File: src/rtl/mips_multicycle_core.sv
// Multi-cycle MIPS core: shared ALU, one unified memory port with req/ready
// handshake, 32x32 register file and a classic FETCH/DECODE/... control FSM.
module mips_multicycle_core #(
    parameter logic [31:0] RESET_PC        = 32'h0000_0000,
    parameter int          ADDR_W          = 32,
    parameter bit          HALT_ON_ILLEGAL = 1'b1
) (
    input  logic              clock,
    input  logic              reset,
    output logic              mem_req,
    output logic              mem_we,
    output logic [ADDR_W-1:0] mem_addr,
    output logic [31:0]       mem_wdata,
    input  logic [31:0]       mem_rdata,
    input  logic              mem_ready,
    output logic [31:0]       pc_out,
    output logic              retire,
    output logic              halted
);

    localparam logic [5:0] OP_RTYPE = 6'h00, OP_J = 6'h02, OP_BEQ = 6'h04;
    localparam logic [5:0] OP_ADDI = 6'h08, OP_LW = 6'h23, OP_SW = 6'h2B;
    localparam logic [5:0] FN_ADD = 6'h20, FN_SUB = 6'h22, FN_AND = 6'h24;
    localparam logic [5:0] FN_OR = 6'h25, FN_SLT = 6'h2A;

    typedef enum logic [3:0] {
        S_FETCH, S_DECODE, S_MEMADDR, S_MEMRD, S_MEMWR, S_WB_MEM, S_EXEC_R,
        S_WB_R, S_EXEC_I, S_WB_I, S_BRANCH, S_JUMP, S_HALT
    } state_t;

    state_t      state_q, state_d;
    logic [31:0] pc_q, pc_d, ir_q, ir_d, a_q, a_d, b_q, b_d;
    logic [31:0] alu_q, alu_d, mdr_q, mdr_d;
    logic [31:0] rf_q [32];
    logic        rf_we;
    logic [4:0]  rf_waddr;
    logic [31:0] rf_wdata;

    logic [5:0]  op, funct;
    logic [4:0]  rs, rt, rd;
    logic [31:0] sext_imm, rs_val, rt_val, r_res, ea;
    logic        illegal;

    assign op       = ir_q[31:26];
    assign rs       = ir_q[25:21];
    assign rt       = ir_q[20:16];
    assign rd       = ir_q[15:11];
    assign funct    = ir_q[5:0];
    assign sext_imm = {{16{ir_q[15]}}, ir_q[15:0]};
    assign rs_val   = (rs == 5'd0) ? 32'd0 : rf_q[rs];
    assign rt_val   = (rt == 5'd0) ? 32'd0 : rf_q[rt];
    assign ea       = a_q + sext_imm;

    // Opcode/funct legality and the R-type ALU result
    always_comb begin
        illegal = 1'b0;
        r_res   = 32'd0;
        case (funct)
            FN_ADD:  r_res = a_q + b_q;
            FN_SUB:  r_res = a_q - b_q;
            FN_AND:  r_res = a_q & b_q;
            FN_OR:   r_res = a_q | b_q;
            FN_SLT:  r_res = {31'd0, $signed(a_q) < $signed(b_q)};
            default: r_res = 32'd0;
        endcase
        case (op)
            OP_RTYPE: illegal = !(funct inside {FN_ADD, FN_SUB, FN_AND, FN_OR, FN_SLT});
            OP_J, OP_BEQ, OP_ADDI, OP_LW, OP_SW: illegal = 1'b0;
            default:  illegal = 1'b1;
        endcase
    end

    // Next-state and datapath register updates for the control FSM
    always_comb begin
        state_d  = state_q;
        pc_d     = pc_q;
        ir_d     = ir_q;
        a_d      = a_q;
        b_d      = b_q;
        alu_d    = alu_q;
        mdr_d    = mdr_q;
        rf_we    = 1'b0;
        rf_waddr = rt;
        rf_wdata = alu_q;
        case (state_q)
            S_FETCH: if (mem_ready) begin
                ir_d    = mem_rdata;
                pc_d    = pc_q + 32'd4;
                state_d = S_DECODE;
            end
            S_DECODE: begin
                a_d   = rs_val;
                b_d   = rt_val;
                // Speculative branch target; pc_q already holds PC+4 here
                alu_d = pc_q + {sext_imm[29:0], 2'b00};
                if (illegal)
                    state_d = HALT_ON_ILLEGAL ? S_HALT : S_FETCH;
                else case (op)
                    OP_LW, OP_SW: state_d = S_MEMADDR;
                    OP_RTYPE:     state_d = S_EXEC_R;
                    OP_ADDI:      state_d = S_EXEC_I;
                    OP_BEQ:       state_d = S_BRANCH;
                    default:      state_d = S_JUMP;
                endcase
            end
            S_MEMADDR: begin
                alu_d = ea;
                // Misaligned accesses never reach the memory port
                if (ea[1:0] != 2'b00)   state_d = S_HALT;
                else if (op == OP_LW)   state_d = S_MEMRD;
                else                    state_d = S_MEMWR;
            end
            S_MEMRD: if (mem_ready) begin
                mdr_d   = mem_rdata;
                state_d = S_WB_MEM;
            end
            S_MEMWR: if (mem_ready) state_d = S_FETCH;
            S_WB_MEM: begin
                rf_we    = 1'b1;
                rf_wdata = mdr_q;
                state_d  = S_FETCH;
            end
            S_EXEC_R: begin
                alu_d   = r_res;
                state_d = S_WB_R;
            end
            S_WB_R: begin
                rf_we    = 1'b1;
                rf_waddr = rd;
                state_d  = S_FETCH;
            end
            S_EXEC_I: begin
                alu_d   = ea;
                state_d = S_WB_I;
            end
            S_WB_I: begin
                rf_we   = 1'b1;
                state_d = S_FETCH;
            end
            S_BRANCH: begin
                if (a_q == b_q) pc_d = alu_q;
                state_d = S_FETCH;
            end
            S_JUMP: begin
                pc_d    = {pc_q[31:28], ir_q[25:0], 2'b00};
                state_d = S_FETCH;
            end
            default: state_d = S_HALT;
        endcase
    end

    // FSM state and datapath holding registers
    always_ff @(posedge clock or posedge reset) begin
        if (reset) begin
            state_q <= S_FETCH;
            pc_q    <= RESET_PC;
            ir_q    <= 32'd0;
            a_q     <= 32'd0;
            b_q     <= 32'd0;
            alu_q   <= 32'd0;
            mdr_q   <= 32'd0;
        end else begin
            state_q <= state_d;
            pc_q    <= pc_d;
            ir_q    <= ir_d;
            a_q     <= a_d;
            b_q     <= b_d;
            alu_q   <= alu_d;
            mdr_q   <= mdr_d;
        end
    end

    // Register file write port; $0 is never written
    always_ff @(posedge clock or posedge reset) begin
        if (reset) begin
            for (int i = 0; i < 32; i++) rf_q[i] <= 32'd0;
        end else if (rf_we && rf_waddr != 5'd0) begin
            rf_q[rf_waddr] <= rf_wdata;
        end
    end

    // Outputs decode straight from the state register; reset kills the request at once
    assign mem_req   = !reset && (state_q == S_FETCH || state_q == S_MEMRD || state_q == S_MEMWR);
    assign mem_we    = (state_q == S_MEMWR);
    assign mem_addr  = (state_q == S_FETCH) ? pc_q[ADDR_W-1:0] : alu_q[ADDR_W-1:0];
    assign mem_wdata = b_q;
    assign pc_out    = pc_q;
    assign halted    = (state_q == S_HALT);
    assign retire    = !reset && ((state_q == S_MEMWR && mem_ready) || state_q == S_WB_MEM ||
                       state_q == S_WB_R || state_q == S_WB_I || state_q == S_BRANCH ||
                       state_q == S_JUMP || (state_q == S_DECODE && illegal && !HALT_ON_ILLEGAL));

endmodule
File: config.mk
export PLATFORM = sky130hd
export DESIGN_NAME = mips_multicycle_core
export DESIGN_NICKNAME = d
export VERILOG_FILES = /design/src/rtl/mips_multicycle_core.sv
export SDC_FILE = /design/constraint.sdc
export NUM_CORES = 2
export LEC_CHECK = 0
export BUFFER_PORTS_ARGS = -buffer_cell sky130_fd_sc_hd__buf_2
export CORE_UTILIZATION = 64
export DETAILED_ROUTE_END_ITERATION = 16
export GPL_ROUTABILITY_DRIVEN = 1
export PLACE_DENSITY_LB_ADDON = 0.12
export SYNTH_ARGS = -nofsm -noshare
export SYNTH_HDL_FRONTEND = slang
export SYNTH_SLANG_ARGS = --single-unit
File: constraint.sdc
create_clock -name clock -period 40.9 [get_ports clock]
set_input_delay 0 -clock clock [delete_from_list [all_inputs] [get_ports clock]]
set_output_delay 0 -clock clock [all_outputs]
set_load 0.02 [all_outputs]
==> metrics.csv <==
metric,value,unit
synth_largest_area_cell,dfrtp_1,
track_usage,0.482,
rows,120,
clockRootBuffer,clkbuf_16,
viasPerCell,7.23,
synthCells,7172,
ff_latch_area,30600,sq um
async_flop_share,1.00,
antenna_found_initial,13,
clockBufferDepth,3,
dp_hpwl,162000,microns
clock_sinks,1220,
final.min_clock_period,6.66,ns
gp_routability_congestion,1.04,
io_pins,135,
cts.clk_slew.worst_paths,0.06,ns
post_drt_wl_per_cell,31.2,microns
ys_types,93,
r2r_slack,34.24,ns
wirelength,265000,microns
synth_warnings,0,
yosysTopAreaCellShare,0.439,
synth.top_cells.by_count,"a21oi_1 (1381), dfrtp_1 (1220), nor2_1 (1162), clkbuf_1 (444), mux2i_1 (440)",
setup_viol_count_final,0,
fin_skew,0.0353,ns
grt_pass1_vias,59400,
ant_nets,0,
hold_slack,-0.0622,ns
slew_headroom,0.0338,
syn_nets,7368,
post-place-ws,34.34,ns
area_growth,9.65,%
finalMaxSlewViolations,0,
cts_tree,built,
setup_ws,34.24,ns
nets,7183,
worst_slew_pin_slew,1.45,ns
dieArea,110000,sq um
start_util,0.648,
firstDrtPassIters,7,
synth_simple_gate_area_frac,0.106,
synthMuxAreaShare,0.180,
startpoint_type,flip-flop,
cts-resized-gates,0,
grt-ovfl-total,0,
post-route-period-util,0.163,
cp_max_fo,95,
syn-cell-area,69500,sq um
grt_pass1_wl,390000,microns
power_density,83.2,nW/um^2
htree_levels,4,
crit_arrival,7.24,ns
rsz0062_at_grt,no,
critical_path_class,reg2reg,
synth_top_family_by_area,compound AO/OA/AOI/OAI gates,
synth_fa_ha_area_frac,0.0294,
synth-xor-area-share,0.0102,
cellLeakagePower,0.0332,uW
synth.avg_cell_area,9.69,sq um
port_buffers,134,
initialDrtViolationCount,8450,
max_cap_violations,0,
regToRegEndpoint,a_q[9]$_DFFE_PP0P_,
fillers,8052,
numCtsBuffers,133,
synth_edf_count,0,
hold_viol,21,
vdd_ir_drop_max,0.0000656,V
yosysMostFrequentCell,a21oi_1,
timing.fmax,150,MHz
layout-drive-gt1-share,0.146,
end_kind,flip-flop,
grt_max_degree,119,
crit-reg2reg-launch,ir_q[21]$_DFFE_PP0P_,
die_w,332,microns
core,107000,sq um
placed_cells,8186,
cp.required,41.48,ns
synth_compound_area_frac,0.190,
die_h,332,microns
r2r_cells,11,
insertion_delay,0.78,ns
fin_setup_tns,0,ns
yosys-top-cells-area,"dfrtp_1 (44%), a21oi_1 (9.9%), mux4_2 (9.6%)",
drc,0,
synth_ff_type,dfrtp_1,
dr_total_vias,61400,
violations,negative hold slack,
outcome,"complete, but fails checks",
worstHoldPathType,in2async,
multi_input_area,36400,sq um
yosysSeqAreaShare,0.439,
synth-seq-cells,1220,
fin_cells,8497,
[worst max path at each step]
stage                                    start            endpoint  slack (ns)  cells past startpoint
final                     ir_q[21]$_DFFE_PP0P_  a_q[9]$_DFFE_PP0P_       34.24                     11
after global routing      ir_q[21]$_DFFE_PP0P_  a_q[9]$_DFFE_PP0P_       33.88                     11
after CTS                 ir_q[21]$_DFFE_PP0P_  a_q[9]$_DFFE_PP0P_       34.30                     11
after detailed placement  ir_q[21]$_DFFE_PP0P_  a_q[9]$_DFFE_PP0P_       34.34                     11
after global placement    ir_q[21]$_DFFE_PP0P_  a_q[8]$_DFFE_PP0P_       34.34                     11
after floorplan                          reset  a_q[0]$_DFFE_PP0P_        6.53                      1
[critical path: stages, from the launching register on]
cell and delay (ns):
dfrtp_4 0.60, buf_4 0.63, buf_12 0.63, buf_4 0.86
buf_4 0.91, buf_4 0.74, buf_4 0.72, mux4_2 0.60
o22ai_1 0.15, nor3_1 0.08, nand2_1 0.14, o21ai_0 0.11
[per-stage QoR]
step / power (uW) / util / instance area [sq um]
floorplan: 3930 / - / 69500
global placement: 4880 / 0.661 / 70900
detailed placement: 4940 / 0.661 / 70900
CTS: 6220 / 0.710 / 76200
global route: 6580 / 0.710 / 76200
finish: 6340 / 0.710 / 76200
[cell type report]
cell class	instances	area share
multi-input cells	5166	0.477
flip-flops and latches	1220	0.401
clock buffers	198	0.0517
repair buffers	340	0.0318
well taps	1403	0.0230
clock inverters	40	0.00860
inverters	126	0.00630
diodes	4	0.000131
[metal layers]
layer | vias up | GRT usage | wire length, microns
li1 | 25700 | - | -
met1 | 30200 | 0.628 | 95800
met2 | 4417 | 0.697 | 114000
met3 | 1104 | 0.146 | 34700
met4 | 12 | 0.330 | 21000
met5 | - | 0 | 92
[logic make-up (layout without fill, tap and decap cells)]
family / after synthesis / after routing
AO/OA/AOI/OAI: 2287 / 2287
XOR/XNOR: 81 / 81
adder cells (fa/ha/maj): 161 / 161
buffers and inverters: 786 / 704
flip-flops: 1220 / 1220
multiplexers: 867 / 867
other: 0 / 4
AND/OR/NAND/NOR: 1770 / 1770
[where the power goes]
group          internal, uW  leakage [uW]  switching [uW]
clock                   757       0.00224             515
combinational          1150        0.0144            1960
sequential             1530        0.0166             429
total                  3440        0.0332            2900
[what timing repair did]
item                       4_1_cts  5_1_grt
setup buffers                    0        0
hold buffers                    68        0
setup endpoints to repair        0        0
hold endpoints to repair       181        0
[sequential cells by signal (all words and copies together) (netlist names)]
register   flops
a_q           32
state_q        4
pc_out        32
mem_wdata     32
mdr_q         32
ir_q          32
alu_q         32
rf_q        1024
[layout by cell type (no fill, tap or decap), types with 14 or more instances in the layout]
master	count
mux2_2	130
inv_1	121
nand2b_1	22
buf_2	134
buf_4	135
dlygate4sd3_1	68
mux2i_1	408
mux4_2	296
nand3_1	36
a221oi_1	24
bufinv_16	14
clkbuf_8	28
xnor2_1	63
a31oi_1	19
dfrtp_1	1208
nand4_1	20
nor3_1	103
a22oi_1	17
o221ai_1	169
clkbuf_1	33
o21ai_0	244
nand2_1	293
a21oi_1	1381
xor2_1	18
a21o_1	36
nor2_1	1154
a211oi_1	26
clkinv_2	15
o22ai_1	173
ha_1	157
mux2i_4	22
o21ai_1	46
clkbuf_16	137
and3_1	15
o211ai_1	16
nor2_4	34
o21bai_1	15
(Power assumes the default switching activity.)
